<file path="config.mk">
export PLATFORM = sky130hd
export DESIGN_NAME = acc_rc
export DESIGN_NICKNAME = d
export VERILOG_FILES = /design/src/rtl/acc_pkg.sv /design/src/rtl/adder_rc.sv /design/src/rtl/acc_rc.sv
export SDC_FILE = /design/constraint.sdc
export NUM_CORES = 1
export LEC_CHECK = 0
export ABC_AREA = 0
export BUFFER_PORTS_ARGS = -buffer_cell sky130_fd_sc_hd__buf_2
export CAP_MARGIN = 0
export CELL_PAD_IN_SITES_DETAIL_PLACEMENT = 1
export CELL_PAD_IN_SITES_GLOBAL_PLACEMENT = 2
export CORE_ASPECT_RATIO = 1.75
export CORE_UTILIZATION = 32
export CTS_CLUSTER_DIAMETER = 50
export CTS_CLUSTER_SIZE = 24
export DETAILED_ROUTE_END_ITERATION = 7
export GPL_TIMING_DRIVEN = 0
export PLACE_DENSITY_LB_ADDON = 0.08
export SLEW_MARGIN = 20
export SYNTH_ARGS = -nofsm -noshare
export SYNTH_HDL_FRONTEND = slang
export SYNTH_SLANG_ARGS = --single-unit
</file>
<file path="constraint.sdc">
create_clock -name clock -period 6.2 [get_ports clock]
set_input_delay 0.62 -clock clock [delete_from_list [all_inputs] [get_ports clock]]
set_output_delay 0.62 -clock clock [all_outputs]
set_load 0.02 [all_outputs]
</file>
<file path="src/rtl/acc_pkg.sv">
// rtl/acc_pkg.sv - shared state encoding and sizing helper for the batch accumulator
package acc_pkg;

    localparam logic ST_ACC  = 1'b0;
    localparam logic ST_DONE = 1'b1;

    // A one-operand batch still needs a legal (1-bit) counter.
    function automatic int cnt_width(input int len);
        return (len > 1) ? $clog2(len) : 1;
    endfunction

endpackage

</file>
<file path="src/rtl/adder_rc.sv">
// rtl/adder_rc.sv - N-bit ripple-carry adder with carry-in and carry-out
module adder_rc #(
    parameter int N = 8
) (
    input  logic [N-1:0] a,
    input  logic [N-1:0] b,
    input  logic         ci,
    output logic [N-1:0] sum,
    output logic         co
);

    logic carry;

    // Carry ripples bit by bit through a single variable, LSB first.
    always_comb begin
        carry = ci;
        sum   = '0;
        for (int i = 0; i < N; i++) begin
            sum[i] = a[i] ^ b[i] ^ carry;
            carry  = (a[i] & b[i]) | (carry & (a[i] ^ b[i]));
        end
    end

    assign co = carry;

endmodule

</file>
<file path="src/rtl/acc_rc.sv">
// rtl/acc_rc.sv - batch accumulator: sums LEN operands, presents total and sticky overflow
module acc_rc
    import acc_pkg::*;
#(
    parameter int N   = 8,
    parameter int LEN = 4
) (
    input  logic         clock,
    input  logic         reset_n,
    input  logic         clear,
    input  logic         in_valid,
    output logic         in_ready,
    input  logic [N-1:0] in_data,
    output logic         out_valid,
    input  logic         out_ready,
    output logic [N-1:0] sum,
    output logic         overflow
);

    localparam int            CW       = cnt_width(LEN);
    localparam logic [CW-1:0] CNT_LAST = CW'(LEN - 1);

    logic          state;
    logic [N-1:0]  acc;
    logic          ovf;
    logic [CW-1:0] cnt;
    logic [N-1:0]  add_sum;
    logic          add_co;

    adder_rc #(.N(N)) u_add (
        .a   (acc),
        .b   (in_data),
        .ci  (1'b0),
        .sum (add_sum),
        .co  (add_co)
    );

    assign in_ready  = (state == ST_ACC);
    assign out_valid = (state == ST_DONE);
    assign sum       = acc;
    assign overflow  = ovf;

    // clear outranks both handshakes, so an operand offered alongside it is dropped.
    always_ff @(posedge clock or negedge reset_n) begin
        if (!reset_n) begin
            state <= ST_ACC;
            acc   <= '0;
            ovf   <= 1'b0;
            cnt   <= '0;
        end else if (clear) begin
            state <= ST_ACC;
            acc   <= '0;
            ovf   <= 1'b0;
            cnt   <= '0;
        end else begin
            case (state)
                ST_ACC: begin
                    if (in_valid) begin
                        acc <= add_sum;
                        ovf <= ovf | add_co;
                        if (cnt == CNT_LAST) begin
                            cnt   <= '0;
                            state <= ST_DONE;
                        end else begin
                            cnt <= cnt + CW'(1);
                        end
                    end
                end
                default: begin
                    if (out_ready) begin
                        acc   <= '0;
                        ovf   <= 1'b0;
                        state <= ST_ACC;
                    end
                end
            endcase
        end
    end

endmodule

</file>
== Yosys cells after proc, flatten, opt, wreduce, memory -nomap -nowiden ==
Index checks and enable logic that the tools add are counted.

* Flip-flop bits (word level): 12
* Bits of input ports: 13
* Output and inout port bits: 11
* Word-level logic and storage cells: 68

* Add/sub/neg operators: 1
* Equal/unequal tests: 3
* Muxes and demuxes: 17
* Bitwise gates (word level): 39
* Reduce and logical (&&, ||, !) cells: 4

{| class="wikitable"
|+ Operators by type and width
! cell !! number
|-
| 2-to-1 mux 8 bit || 4
|-
| bitwise AND 1 bit || 15
|-
| bitwise XOR 1 bit || 15
|-
| 2-to-1 mux 1 bit || 9
|-
| 2-to-1 mux 2 bit || 4
|-
| bitwise OR 1 bit || 8
|-
| AND reduction 2 bit || 2
|-
| inequality test 3 bit, second input constant || 1
|-
| nonzero test 3 bit || 1
|-
| adder 2 x 1 -> 2 bit, second input constant || 1
|-
| equality test 2 bit, second input constant || 1
|-
| inequality test 2 bit, second input constant || 1
|-
| nonzero test 2 bit || 1
|-
| NOT 1 bit || 1
|}

== Logic depth before layout (Yosys ltp) ==
Gate-level depths: netlist of run 1.

* Depth after elaboration: 19
* Depth in mapped cells: 15

== By module ==
A second synthesis of run 1 with hierarchy kept.

* Cells, all modules: 65
* Area, all modules: 720.7 µm²

{| class="wikitable"
|+ By module, submodules not included
! module !! instances !! cells an instance !! area an instance (µm²) !! sequential area each (µm²)
|-
| acc_rc || 1 || 47 || 523.0 || 300.3
|-
| adder_rc || 1 || 18 || 197.7 || 0.0
|}

== Worst setup path after synthesis of run 1 ==
No wires, ideal clock.

* Kind: input port to flip-flop
* Start point: in in_data[0]
* End point: reg acc[7], in the netlist sum[7]
* Setup time: 136 ps
* Arrival time: 3,477 ps
* Data required time: 6,064 ps
* Slack: 2,586 ps
* Cell stages on the path: 15
* Path buffers: 0
* Path through: ha_1 > inv_1 > fa_1 > fa_1 > fa_1 > inv_1 > fa_1 > inv_1 > fa_1 > inv_1 > fa_1 > fa_1 > mux2_2 > nand2_1 > a21oi_1

* Word-level cells in the longest chain between the ends: 17

{| class="wikitable"
|+ Ends and longest elaborated chain
! element !! line !! RTL
|-
| from (decl) || acc_rc.sv:13 || <nowiki>input logic [N-1:0] in_data,</nowiki>
|-
| bitwise AND 1 bit (2 in a row) || adder_rc.sv:20 || <nowiki>carry = (a[i] & b[i]) | (carry & (a[i] ^ b[i]));</nowiki>
|-
| bitwise OR 1 bit || adder_rc.sv:20 ||
|-
| bitwise AND 1 bit || adder_rc.sv:20 ||
|-
| bitwise OR 1 bit || adder_rc.sv:20 ||
|-
| bitwise AND 1 bit || adder_rc.sv:20 ||
|-
| bitwise OR 1 bit || adder_rc.sv:20 ||
|-
| bitwise AND 1 bit || adder_rc.sv:20 ||
|-
| bitwise OR 1 bit || adder_rc.sv:20 ||
|-
| bitwise AND 1 bit || adder_rc.sv:20 ||
|-
| bitwise OR 1 bit || adder_rc.sv:20 ||
|-
| bitwise AND 1 bit || adder_rc.sv:20 ||
|-
| bitwise OR 1 bit || adder_rc.sv:20 ||
|-
| bitwise XOR 1 bit || adder_rc.sv:19 || <nowiki>sum[i] = a[i] ^ b[i] ^ carry;</nowiki>
|-
| 2-to-1 mux 8 bit || acc_rc.sv:58 || <nowiki>if (in_valid) begin</nowiki>
|-
| 2-to-1 mux 8 bit || acc_rc.sv:56 || <nowiki>case (state)</nowiki>
|-
| 2-to-1 mux 8 bit || acc_rc.sv:50 || <nowiki>end else if (clear) begin</nowiki>
|-
| to (signal assigned) || acc_rc.sv:59 || <nowiki>acc <= add_sum;</nowiki>
|-
| to (decl) || acc_rc.sv:24 || <nowiki>logic [N-1:0] acc;</nowiki>
|}

Every way passes these cells. The select of a mux whose other input is x is not followed.
A chain may end at the register's enable or synchronous reset.

== Final worst setup path of run 1 ==
Ends and elaborated chain as after synthesis.

==> results.cfg, run 1 <==
[global_routing]
grt_pass1_wl_um = 3008
overflow = 0
grt_max_degree = 13
antenna_found_initial = 0
grt_pass1_vias = 706
grt_usage = 0.1655

[route]
wl_per_cell_um = 13.49
drt-total-wl_um = 1834
routed_via_density = 4.904
post-route-drc-count = 0
first_pass_iters = 4
vias = 667
antenna_left = 0
drtIter0Drc = 20

[worst_setup_path]
slowest_delay_ns = 0.42
path_class = in -> reg
cp_num_buf_inv = 5
startpoint = in_data[0]
worstPathArrival_ns = 3.77
critPathRequiredTime_ns = 6.30
crit_chain = buf_2 > ha_1 > inv_1 > fa_1 > fa_1 > fa_1 > inv_1 > fa_1 > inv_1 > fa_1 > inv_1 > fa_1 > fa_1 > mux2_2 > nand2_1 > a21oi_1
timing.critical_path.mode_cell = fa_1
worstSetupStartpointType = primary input
worst_setup_path_end_kind = flip-flop
reg2reg_from = sum[0]
critPathTopFamily = adder cells
critPathSlowestCell = fa_1
rrSetupSlack_ns = 2.59
crit_fanout = 1

[synthesis]
yosysWarnings = 0
ys_async_sr_fraction = 1.000
ys_ff_latch = 12
syn_avg_cell_area_sq_um = 9.568
yosysSeqAreaShare = 0.3692
synth_top_area_frac = 0.3692
yosysTopAreaCell = dfrtp_1
synthesis.nets = 107
syn_area_sq_um = 813.3
synthCells = 85
muxShareOfSynthArea = 0.08000
synth-edff-count = 0
ys.flop_type = dfrtp_1
synth-adder-area-share = 0.2031
synth_compound_area_frac = 0.1015
synth_area_leaders = dfrtp_1, fa_1, inv_1, mux2_2, nor2b_1
synth-xor-area-share = 0
synth.distinct_cells = 21
synthSimpleGateAreaFrac = 0.1615
synth_top_family_by_area = adder cells

[pwr]
p_sw_frac = 0.3184
ir_worst_vdd_mv = 0.1906
pwr-share-seq = 0.403
power_density_nw_per_um2 = 237.8
power_uw = 238.1
p_int_uw = 162.3
power_frac_clock = 0.294
p_comb_frac = 0.303
p_leak_nw = 0.5136
p_switching_uw = 75.79

[timing]
fin_crit_sh = 0.5924
grt_setup_unrepaired = false
finalSetupViolCount = 0
fmax_ghz = 0.2723
drv_slew = 0
hold_viol_final = 0
tns_ns = 0
slew_headroom = 0.6800
setup_ws_ns = 2.527
tightestPinTransition_ns = 0.4800
min_period_ns = 3.673
clock_skew_ns = 0.001292

[floorplanning]
start_util = 0.3446
boundaryPins = 24
fp.dieW_um = 40.11
die_area_sq_um = 2755
fp.coreArea_sq_um = 2360
dieHeight_um = 68.69
fp-row-count = 23

[placement]
placed_cell_area_sq_um = 959.7
dp_hpwl_um = 1442
numPortBuffers = 23
dpl_worst_slack_ns = 2.227
place_congestion = 0.7040
placed_cells = 133

[clocking]
cts_hold_buf = 0
clockBufferDepth = 2
cts_tree = yes
cts_resized = 0
cts_buffers = 3
clk_pin_slew_ns = 0.05
insertion_delay_ns = 0.24
cts_root_buffer = clkbuf_8
cts_max_level = 1
cts.sinks = 12
cts_setup_buffers = 0

[finish]
final_area_sq_um = 1001
fillers = 287
diodes = 0
fin_cells = 136
nets = 135
drive_gt1_frac = 0.2973
area_growth_pct = 23.08

[flow_run]
cap_violations = 0

[worst_hold_path]
worstHoldPathType = in -> async

[status]
outcome = finished, final reports clean
stage by stage:
| step | util | hold slack [ns] |
|---|---|---|
| after floorplan | - | 0.3244 |
| after global placement | 0.4067 | 0.5098 |
| after detailed placement | 0.4067 | 0.5196 |
| after CTS | 0.4242 | 0.2626 |
| after global routing | 0.4242 | 0.2816 |
| final | 0.4242 | 0.2529 |
state kept, by name (all words and copies together), names as in the netlist:
name,count
cnt,2
out_valid,1
overflow,1
sum,8
synthesized netlist by cell type, types with 2 or more instances:
library cell and count:
a21oi_1 8, dfrtp_1 12, fa_1 7, ha_1 2, inv_1 13, mux2_2 4, mux2i_1 2, nand2_1 5
nand3_1 7, nor2_1 5, nor2b_1 7, o21ai_0 4
routing by layer:
metal,global-route usage,part of all wire,vias up
met5,0,0,-
met4,0.07759,0.011,0
met3,0.02885,0.032,2
met2,0.2863,0.53,18
met1,0.1856,0.43,318
li1,-,-,329
power by group through the flow:
stage	sequential, mW	clock (mW)	combinational (mW)
floorplan	0.106	0	0.0391
global placement	0.0969	0	0.0716
detailed placement	0.0974	0	0.0740
CTS	0.0963	0.0722	0.0743
global route	0.0977	0.0750	0.0848
finish	0.0960	0.0701	0.0720
cell type report:
| type | count | area, sq um | share of cell area |
|---|---|---|---|
| buffer | 3 | 16.27 | 0.01625 |
| clock buffer | 3 | 41.29 | 0.04125 |
| inverter | 14 | 52.55 | 0.05250 |
| multi-input combinational | 56 | 444.2 | 0.4438 |
| sequential | 12 | 300.3 | 0.3000 |
| tap | 25 | 31.28 | 0.03125 |
| timing repair buffer | 23 | 115.1 | 0.1150 |
logic make-up after synthesis:
logic type / Yosys count
simple gates: 26
compound gates: 15
buf+inv: 17
mux: 6
fa+ha+maj: 9
flops: 12
path summary, 6_finish.rpt:
path	depth (start not counted)	end
max in group asynchronous	1	sum[7]
min	1	sum[3]
max reg2reg	15	sum[7]
max	16	sum[7]
min reg2reg	2	cnt[1]
min in group clock	2	cnt[1]
cell usage in the layout (no fill, tap or decap):
cell       synthesis  routed
a21oi_1            8       8
fa_1               7       7
and2b_1            1       1
clkbuf_1           1       1
a2bb2oi_1          1       1
inv_2              1       1
or4_1              1       1
buf_4              1       1
a31oi_1            1       1
dfrtp_1           12      12
o21ai_0            4       4
nand2_1            5       5
nor2_1             5       5
buf_2              1      24
ha_1               2       2
mux2_2             4       4
nor2b_1            7       7
mux2i_1            2       2
nand3_1            7       7
inv_1             13      13
o31ai_1            1       1
clkbuf_8           0       3
Power figures use the tool's default switching activity.
==> inputs of run 2 (changes only) <==
--- a/config.mk
+++ b/config.mk
@@ -5,13 +5,13 @@
 export SDC_FILE = /design/constraint.sdc
 export NUM_CORES = 1
 export LEC_CHECK = 0
-export ABC_AREA = 0
+export ABC_AREA = 1
 export BUFFER_PORTS_ARGS = -buffer_cell sky130_fd_sc_hd__buf_2
 export CAP_MARGIN = 0
 export CELL_PAD_IN_SITES_DETAIL_PLACEMENT = 1
 export CELL_PAD_IN_SITES_GLOBAL_PLACEMENT = 2
 export CORE_ASPECT_RATIO = 1.75
-export CORE_UTILIZATION = 32
+export CORE_UTILIZATION = 25
 export CTS_CLUSTER_DIAMETER = 50
 export CTS_CLUSTER_SIZE = 24
 export DETAILED_ROUTE_END_ITERATION = 7
==> constraint.sdc (replaced) <==
create_clock -name clock -period 3.2 [get_ports clock]
set_input_delay 0.32 -clock clock [delete_from_list [all_inputs] [get_ports clock]]
set_output_delay 0.32 -clock clock [all_outputs]
set_load 0.02 [all_outputs]
==> results.cfg, run 2 <==
[timing]
slew_headroom = 0.8016
fmax_ghz = 0.3151
setup_ws_ns = 0.02632
min_period_ns = 3.174
grt_setup_unrepaired = true
drv_slew = 0
clock_skew_ns = 0.003922
fin_crit_sh = 0.9918
hold_ws_ns = 0.3742
tightestPinTransition_ns = 0.2975
finalSetupViolCount = 0
hold_viol_final = 0

[pwr]
power_density_nw_per_um2 = 607.7
p_leak_nw = 0.5677
ir_worst_vdd_mv = 0.3156

[route]
post-route-drc-count = 0
drt-total-wl_um = 1947
antenna_left = 0
first_pass_iters = 4
routed_via_density = 4.176
drtIter0Drc = 4
vias = 689
wl_per_cell_um = 11.80

[global_routing]
grt_max_degree = 13
grt_use_met2 = 0.2162
antenna_found_initial = 0
overflow = 0
grt_pass1_vias = 753
grt_pass1_wl_um = 3387
use_met1 = 0.1707
grt_busiest_layer = met2
grtUsageMet3 = 0.02133
grt_usage = 0.1322

[flow_run]
cap_violations = 0

[floorplanning]
boundaryPins = 24
fp.coreArea_sq_um = 2960
dieHeight_um = 76.40
die_area_sq_um = 3401
fp.dieW_um = 44.52
start_util = 0.2671
fp-row-count = 26

[clocking]
cts_tree = yes
cts.sinks = 12
clockBufferDepth = 2
cts_root_buffer = clkbuf_8
insertion_delay_ns = 0.24
clk_pin_slew_ns = 0.06
cts_max_level = 1
cts_buffers = 3

[finish]
post-route-util = 0.3538
mostFrequentLayoutCell = nand2_1
most-common-layout-cells = nand2_1, buf_2, nor2_1
drive_gt1_frac = 0.3659
nets = 146
diodes = 0
final_area_sq_um = 1047
area_growth_pct = 32.44
largest_register_ffs = 8

[status]
outcome = finished, final reports clean

[synthesis]
synth-edff-count = 0
synth.distinct_cells = 15
ys_ff_latch = 12
syn_avg_cell_area_sq_um = 8.412
synthCells = 94
yosysMostFrequentCell = nand2_1
synth_top_area_frac = 0.3797
yosysTopAreaCell = dfrtp_1
syn_area_sq_um = 790.8
yosysSeqAreaShare = 0.3797
ys_async_sr_fraction = 1.000
synth_area_leaders = dfrtp_1, fa_1, nand2_1, nand3_1, inv_1
ys.flop_type = dfrtp_1
yosysWarnings = 0
synthesis.nets = 116
synth_common_cells = nand2_1, inv_1, dfrtp_1, nor2_1, nand3_1

[worst_setup_path]
worstSetupStartpointType = flip-flop
crit_fanout = 2
critPathRequiredTime_ns = 3.32
worstPathArrival_ns = 3.30
worst_setup_path_end_kind = flip-flop
path_class = reg -> reg

[placement]
numPortBuffers = 23
place_congestion = 0.6578
dpl_worst_slack_ns = -0.1652
placed_cell_area_sq_um = 977.2
dp_hpwl_um = 1495

[worst_hold_path]
worstHoldPathType = in -> reg
-- run 2: where the power goes --
group	internal (mW)	total [mW]	leakage, nW	switching [mW]
Combinational	0.110	0.270	0.389	0.160
Clock	0.0877	0.144	0.0228	0.0560
Sequential	0.190	0.223	0.156	0.0328
Total	0.387	0.636	0.568	0.249
-- run 2: metal layers --
metal | up-vias | part of all wire
met2 | 12 | 0.53
met3 | 2 | 0.026
met4 | 0 | 0.0098
met1 | 336 | 0.44
met5 | - | 0
li1 | 339 | -
-- run 2: cell families (layout without fill, tap and decap cells) --
logic type | after synthesis | in the layout | synth area share
compound gates | 3 | 3 | 0.01898
fa+ha+maj | 9 | 9 | 0.2089
buf+inv | 17 | 46 | 0.09019
flops | 12 | 12 | 0.3797
simple gates | 53 | 53 | 0.3022
-- run 2: path summary, 6_finish.rpt --
check | slack, ns | startpoint | end | depth (start not counted)
min in group asynchronous | 0.50 | reset_n | sum[1] | 2
max in group asynchronous | 2.46 | reset_n | sum[0] | 2
setup / recovery | 0.03 | sum[0] | sum[7] | 16
hold / removal | 0.37 | in_valid | cnt[0] | 3
hold reg to reg | 0.51 | sum[5] | sum[5] | 2
setup reg to reg | 0.03 | sum[0] | sum[7] | 16
-- run 2: layout make-up --
type	instances	area, sq um
fill	368	1913
multi-input combinational	65	444.2
sequential	12	301.5
timing repair buffer	25	132.6
inverter	16	60.06
tap	42	52.55
clock buffer	4	45.04
buffer	1	11.26
-- run 2: timing repair --
item                                    4_1_cts  5_1_grt
gates resized for setup                       5        0
setup buffers                                 1        0
hold buffers                                  1        0
endpoints found under the setup margin        1        2
pin swaps                                     3        3
cloned                                        0        0
hold endpoints to repair                     12        0
-- run 2: critical path, stage by stage (launching register included) --
cell,delay (ns)
dfrtp_2,0.38
ha_4,0.12
inv_1,0.04
fa_2,0.34
fa_2,0.34
fa_2,0.35
inv_2,0.06
fa_1,0.15
inv_1,0.05
fa_2,0.33
inv_2,0.06
fa_2,0.21
fa_1,0.41
nand2_1,0.07
nor2_1,0.04
nand3_1,0.06
nand2_1,0.06
-- run 2: stage by stage --
step	std cells	power, mW	setup TNS, ns
after floorplan	94	0.3997	0
after global placement	159	0.4782	-0.1055
after detailed placement	159	0.4918	-0.1652
after CTS	165	0.6552	-0.08343
after global routing	165	0.6938	-0.1267
final	165	0.6364	0
